[config.mk]
export PLATFORM = sky130hd
export DESIGN_NAME = keypad_entry
export DESIGN_NICKNAME = d
export VERILOG_FILES = /design/src/rtl/kpad_pkg.sv /design/src/rtl/kpad_settle.sv /design/src/rtl/keypad_entry.sv
export SDC_FILE = /design/constraint.sdc
export NUM_CORES = 1
export LEC_CHECK = 0
export CORE_MARGIN = 2
export CORE_UTILIZATION = 60
export DETAILED_ROUTE_END_ITERATION = 6
export DONT_BUFFER_PORTS = 1
export GPL_TIMING_DRIVEN = 0
export HOLD_SLACK_MARGIN = 0.05
export PLACE_DENSITY = 0.83
export SLEW_MARGIN = 30
export SYNTH_ARGS = -nofsm -noshare
export SYNTH_HDL_FRONTEND = slang
export SYNTH_HIERARCHICAL = 1
export SYNTH_SLANG_ARGS = --single-unit
[constraint.sdc]
create_clock -name clk -period 18.8 [get_ports clk]
set_input_delay 1.88 -clock clk [delete_from_list [all_inputs] [get_ports clk]]
set_output_delay 1.88 -clock clk [all_outputs]
set_load 0.02 [all_outputs]
[src/rtl/kpad_pkg.sv]
// Shared constants, settle-state encoding and key classification for the keypad entry block.
// Build option: define KPAD_HEX_EN for hexadecimal entry (keys A-D become digits 10-13).
package kpad_pkg;

  localparam logic [3:0] KEY_ENTER      = 4'hE;
  localparam logic [3:0] KEY_BKSP       = 4'hF;
  localparam int         HEX_MAX_DIGITS = 8;

  typedef enum logic [1:0] {
    ST_IDLE     = 2'd0,
    ST_SETTLE   = 2'd1,
    ST_WAIT_REL = 2'd2
  } settle_state_e;

  // A-D count as digits only in hex mode; E and F are always command keys.
  function automatic logic is_digit(input logic [3:0] code);
`ifdef KPAD_HEX_EN
    return code <= 4'd13;
`else
    return code <= 4'd9;
`endif
  endfunction

endpackage

[src/rtl/kpad_settle.sv]
// Key debounce: a key must stay down SETTLE_CYC cycles before one key_evt fires,
// then the FSM waits for release so a held key never repeats.
module kpad_settle
  import kpad_pkg::*;
#(
  parameter int SETTLE_CYC = 1_100_000
) (
  input  logic          clk,
  input  logic          rst,
  input  logic [3:0]    key_code,
  input  logic          key_down,
  output logic          key_evt,
  output logic [3:0]    key_val,
  output settle_state_e state
);

  localparam int              CNT_W    = (SETTLE_CYC > 1) ? $clog2(SETTLE_CYC) : 1;
  localparam logic [CNT_W-1:0] CNT_LAST = CNT_W'(SETTLE_CYC - 1);

  logic [CNT_W-1:0] cnt;

  always_ff @(posedge clk or posedge rst) begin
    if (rst) begin
      state   <= ST_IDLE;
      cnt     <= '0;
      key_evt <= 1'b0;
      key_val <= 4'd0;
    end else begin
      key_evt <= 1'b0;
      case (state)
        ST_IDLE: begin
          cnt <= '0;
          if (key_down) state <= ST_SETTLE;
        end
        ST_SETTLE: begin
          if (!key_down) begin
            state <= ST_IDLE;
          end else if (cnt == CNT_LAST) begin
            key_evt <= 1'b1;
            key_val <= key_code;
            state   <= ST_WAIT_REL;
          end else begin
            cnt <= cnt + 1'b1;
          end
        end
        ST_WAIT_REL: begin
          if (!key_down) state <= ST_IDLE;
        end
        default: state <= ST_IDLE;
      endcase
    end
  end

endmodule

[src/rtl/keypad_entry.sv]
// Keypad number entry: debounced keys build a number that Enter hands to the CPU.
// Build option: define KPAD_HEX_EN for hex entry (shift-by-4 datapath, 8-digit cap).
module keypad_entry
  import kpad_pkg::*;
#(
  parameter int SETTLE_CYC     = 1_100_000,
  parameter int DEC_MAX_DIGITS = 9
) (
  input  logic        clk,
  input  logic        rst,
  input  logic [3:0]  key_code,
  input  logic        key_down,
  input  logic        clr,
  input  logic        rd_ack,
  output logic [31:0] entry_val,
  output logic [3:0]  digit_cnt,
  output logic [31:0] out_val,
  output logic        out_valid,
  output logic        drop,
  output logic [1:0]  settle_state
);

`ifdef KPAD_HEX_EN
  localparam int MAX_DIGITS = HEX_MAX_DIGITS;
`else
  localparam int MAX_DIGITS = DEC_MAX_DIGITS;
`endif
  localparam logic [3:0] DIGIT_CAP = 4'(MAX_DIGITS);

  logic          key_evt;
  logic [3:0]    key_val;
  settle_state_e st;
  logic [31:0]   entry_push;
  logic [31:0]   entry_pop;
  logic          enter_hit;
  logic          enter_accept;
  logic          enter_blocked;
  logic          ack_live;

  kpad_settle #(.SETTLE_CYC(SETTLE_CYC)) u_settle (
    .clk      (clk),
    .rst      (rst),
    .key_code (key_code),
    .key_down (key_down),
    .key_evt  (key_evt),
    .key_val  (key_val),
    .state    (st)
  );

  assign settle_state = st;

`ifdef KPAD_HEX_EN
  assign entry_push = {entry_val[27:0], key_val};
  assign entry_pop  = {4'd0, entry_val[31:4]};
`else
  assign entry_push = entry_val * 32'd10 + {28'd0, key_val};
  assign entry_pop  = entry_val / 32'd10;
`endif

  // clr swallows a coincident key event; an empty entry never commits.
  assign enter_hit     = key_evt && !clr && (key_val == KEY_ENTER) && (digit_cnt != 4'd0);
  assign enter_accept  = enter_hit && (!out_valid || rd_ack);
  assign enter_blocked = enter_hit && out_valid && !rd_ack;
  assign ack_live      = rd_ack && out_valid;

  always_ff @(posedge clk or posedge rst) begin
    if (rst) begin
      entry_val <= 32'd0;
      digit_cnt <= 4'd0;
      out_val   <= 32'd0;
      out_valid <= 1'b0;
      drop      <= 1'b0;
    end else begin
      if (clr) begin
        entry_val <= 32'd0;
        digit_cnt <= 4'd0;
      end else if (key_evt) begin
        if (is_digit(key_val)) begin
          if (digit_cnt < DIGIT_CAP) begin
            entry_val <= entry_push;
            digit_cnt <= digit_cnt + 4'd1;
          end
        end else if (key_val == KEY_BKSP) begin
          if (digit_cnt != 4'd0) begin
            entry_val <= entry_pop;
            digit_cnt <= digit_cnt - 4'd1;
          end
        end else if (enter_accept) begin
          entry_val <= 32'd0;
          digit_cnt <= 4'd0;
        end
      end

      if (enter_accept) begin
        out_val   <= entry_val;
        out_valid <= 1'b1;
      end else if (ack_live) begin
        out_valid <= 1'b0;
      end

      if (ack_live) drop <= 1'b0;
      else if (enter_blocked) drop <= 1'b1;
    end
  end

endmodule

==> Implementation_results.wiki <==
{| class="wikitable"
! Metric !! Value
|-
| Result of the run || completed
|-
| Largest clock skew in the final design || approximately 12 ps
|-
| Post-synthesis to final-layout area growth || 6.08%
|-
| Post-Syn Instances || 1305
|-
| Overall die height || 137 microns
|-
| Achievable frequency || 0.0833 GHz
|-
| Fillers || about 1400
|-
| Capturing element type of the critical path || register
|-
| YS warnings || 6
|-
| Hpwl dp || around 21 mm
|-
| Main combinational cell family by area after synthesis || compound AO/OA/AOI/OAI gates
|-
| Number of hold violations in the final report || 0
|-
| GRT met1 Usage || a little over two fifths
|-
| Synth unique cells || between 100 and 150
|-
| CTS tree || done
|-
| Cts-stage hold buffer count || 0
|-
| Clock slew at the register clock pins of the worst setup and hold paths || around 70 ps
|-
| Synthesized Nets || 1377
|-
| Worst path slowest cell || sky130_fd_sc_hd__o311ai_0
|-
| Unrepaired setup endpoints after global routing || no
|-
| Data arrival time of the critical path || roughly 12000 ps
|-
| Number of enable flip-flop cells after synthesis || 0
|-
| Most frequent CP cell || sky130_fd_sc_hd__buf_2
|-
| Antenna violations before repair || 2
|-
| Seq cells post-synth || 98
|-
| Fin Setup TNS || 0 ps
|-
| Standard-cell rows || 48
|-
| Boundary pin count || between 80 and 90
|-
| Class of the tightest hold or removal check || reg -> reg
|-
| Via density per instance || approximately 6.9
|-
| Total vias in the final route || about 11000
|-
| Total global routing track utilization || approximately a third
|-
| Xor and xnor fraction of the mapped netlist area || 5.90%
|-
| Detailed Route Iter0 Violations || around 960
|-
| First-pass GRT wire length || around 48 mm
|-
| Post-CTS Resized || 0
|-
| Startpoint Class || register
|-
| Crit Path Max Fanout || 10
|-
| Total power per unit cell area || 39.0 nW/um^2
|-
| Max_slew headroom || around 30%
|-
| Final global-route overflow total || 0
|-
| DIE WIDTH || roughly 140 microns
|-
| Largest voltage drop on the vdd net || ~0.000044 V
|-
| Placeable core region || 17200 sq um
|-
| Complex-gate fraction of the synthesized area || between 30% and 40%
|-
| Met3 Track Usage GR || 5.44%
|-
| Number of nets in the finished design || around 1400
|-
| Clock Tree Buf Depth || 2
|-
| Portion of the clock cycle consumed by the worst path in the final layout || between 60% and 70%
|-
| Pre-Repair DR Iteration Count || 7
|-
| Arithmetic-cell share of the synthesized area counting full adders, half adders and majority gates || around 8%
|-
| Die outline area || 18600 sq um
|-
| Detail-routed net length per standard cell || ~19 microns
|-
| Share of post-route cells with drive strength above 1 || slightly below 9%
|-
| Placer's final routability congestion estimate || 0.958
|-
| Startpoint-to-endpoint class of the critical path || reg -> reg
|-
| Share of async-settable or async-resettable flops after synthesis || between 90% and 100%
|-
| Time the worst path needs with I/O delays and setup || about 12000 ps
|-
| Post-synthesis instance area || approximately 11000 sq um
|-
| Required @ worst endpoint || around 19000 ps
|-
| CTS sink count || slightly below 100
|-
| Multiplexer share of the synthesized area || a little under 5%
|-
| Slew @ Worst Pin || ~1000 ps
|-
| Count of unresolved DRC violations after routing || 0
|-
| Most Used Layer, Global Route || met2
|-
| IO buf count || 0
|-
| Initial core utilization || about 61%
|-
| Post-Synth Simple-Gate Area || about 22%
|-
| Max H-tree Level || 3
|-
| Total CTS buffers || 9
|-
| Largest net degree at the start of global routing || a little under 50
|-
| Antenna viol nets, final || 0
|-
| Post-Synthesis Mean Instance Area || a little over 8 sq um
|-
| Reported max-cap violation count || 0
|-
| Share of the yosys chip area belonging to registers || a little under a quarter
|-
| Final standard cell utilization of the core || between 60% and 70%
|-
| Final slew viol count || 0
|-
| Insertion delay of the later-clocked pin in the worst-skew pair || ~370 ps
|-
| Post-CTS Setup Repair Bufs || 0
|-
| Logic depth of the worst register-to-register path || 41
|-
| Cell at the root of the clock tree || sky130_fd_sc_hd__clkbuf_16
|-
| GRT met2 Usage || between 50% and 60%
|-
| Leakage || between 0.004 and 0.005 uW
|-
| Worst path max stage delay || 780 ps
|-
| Final setup viols || 0
|-
| Vias in the first global route || a little under 10000
|-
| Total detailed-routing wirelength || 29.4 mm
|-
| Number of stages on the worst hold path || 1
|-
| Most used DFF post-synth || sky130_fd_sc_hd__dfrtp_1
|}
[synthesized netlist by cell type (15+ instances only)]
cell	n	share of area, %
sky130_fd_sc_hd__o21bai_1	17	1.2
sky130_fd_sc_hd__a21o_1	15	1.1
sky130_fd_sc_hd__o211ai_1	19	1.4
sky130_fd_sc_hd__nor2_1	76	2.7
sky130_fd_sc_hd__nand2_1	111	4.0
sky130_fd_sc_hd__nand2b_1	15	0.89
sky130_fd_sc_hd__nor3_1	29	1.4
sky130_fd_sc_hd__nand3_1	47	2.2
sky130_fd_sc_hd__inv_1	58	2.1
sky130_fd_sc_hd__o31ai_1	15	1.1
sky130_fd_sc_hd__nand4_1	25	1.5
sky130_fd_sc_hd__and2_1	15	0.89
sky130_fd_sc_hd__o21ai_0	86	4.1
sky130_fd_sc_hd__a211oi_1	17	1.2
sky130_fd_sc_hd__dfrtp_1	98	23
sky130_fd_sc_hd__xnor2_1	57	4.7
sky130_fd_sc_hd__mux2_2	38	4.1
sky130_fd_sc_hd__and3_1	20	1.2
sky130_fd_sc_hd__a22o_1	19	1.6
sky130_fd_sc_hd__a21oi_1	88	4.2
sky130_fd_sc_hd__clkbuf_1	67	2.4
sky130_fd_sc_hd__ha_1	61	7.2
sky130_fd_sc_hd__a31oi_1	15	0.89
[state kept, by name (all words and copies together), names as in the netlist]
signal / flops
out_val: 32
u_settle/key_val: 4
drop: 1
out_valid: 1
u_settle/key_evt: 1
u_settle/cnt: 21
entry_val: 32
u_settle/state: 2
digit_cnt: 4
[per-layer routing]
layer | wire, microns | share of wire [%] | vias up
met3 | 2630 | 9.0 | 69
met1 | 12300 | 42 | 5044
met2 | 13600 | 46 | 510
met4 | 833 | 2.8 | 0
met5 | 0 | 0 | -
li1 | - | - | 5011
[layout make-up]
class / instances / area [sq um] / area share (%)
Inverter: 62 / 235 / 2.10
Antenna cell: 2 / 5.00 / 0.0448
Buffer: 85 / 350 / 3.13
Tap cell: 225 / 282 / 2.52
Sequential cell: 98 / 2450 / 21.9
Multi-Input combinational cell: 1060 / 7510 / 67.2
Clock buffer: 10 / 239 / 2.14
Clock inverter: 6 / 78.8 / 0.705
Timing Repair Buffer: 1 / 27.5 / 0.246
[worst max-delay path: cells and delay by family (launching register included)]
| kind | cells | cell delay (ps) |
|---|---|---|
| buf+inv | 7 | 1680 |
| simple gates | 15 | 3420 |
| flops | 1 | 500 |
| compound gates | 19 | 6290 |
[cell families (layout without fill, tap and decap cells)]
logic type / after synthesis / in the layout
compound gates: 450 / 450
xor+xnor: 71 / 71
fa+ha+maj: 65 / 65
buf+inv: 147 / 164
flops: 98 / 98
mux: 46 / 46
other cells: 0 / 2
simple gates: 428 / 428
[stage by stage]
| step | hold slack, ps | total power [uW] | cell area [sq um] | cells | setup WS [ps] |
|---|---|---|---|---|---|
| 3_5_place_dp | 495 | 234 | 10800 | 1531 | 7200 |
| 5_1_grt | 534 | 446 | 11200 | 1548 | 6020 |
| 2_1_floorplan | 466 | 228 | 10500 | 1305 | 8590 |
| 6_report | 503 | 436 | 11200 | 1549 | 6800 |
| 4_1_cts | 505 | 437 | 11200 | 1547 | 7130 |
| 3_3_place_gp | 492 | 232 | 10800 | 1530 | 7300 |
[final timing paths]
kind | slack, ps | start | to
worst max-delay path | 6800 | entry_val[29] | entry_val[0]
worst min-delay path | 500 | u_settle/cnt[19] | u_settle/cnt[19]
worst max register to register | 6800 | entry_val[29] | entry_val[0]
worst min register to register | 500 | u_settle/cnt[19] | u_settle/cnt[19]
max in group asynchronous | 16870 | rst | entry_val[15]
min in group asynchronous | 1360 | rst | out_val[5]
[where the power goes]
part           switching, uW  total, uW  internal, uW
Clock                   96.4        207           110
Sequential              1.49        213           212
Combinational           12.3       16.2          3.94
Total                    110        436           326
[placed cells by master, fill, tap and decap left out, drive strengths merged, types with 25 or more instances in the layout]
cell / count
nor3: 31
clkbuf: 77
mux2: 38
inv: 62
ha: 61
nand3: 48
o21ai: 98
nand4: 25
dfrtp: 98
nand2: 112
nor2: 77
a21oi: 89
xnor2: 57
(Power assumes the default switching activity.)
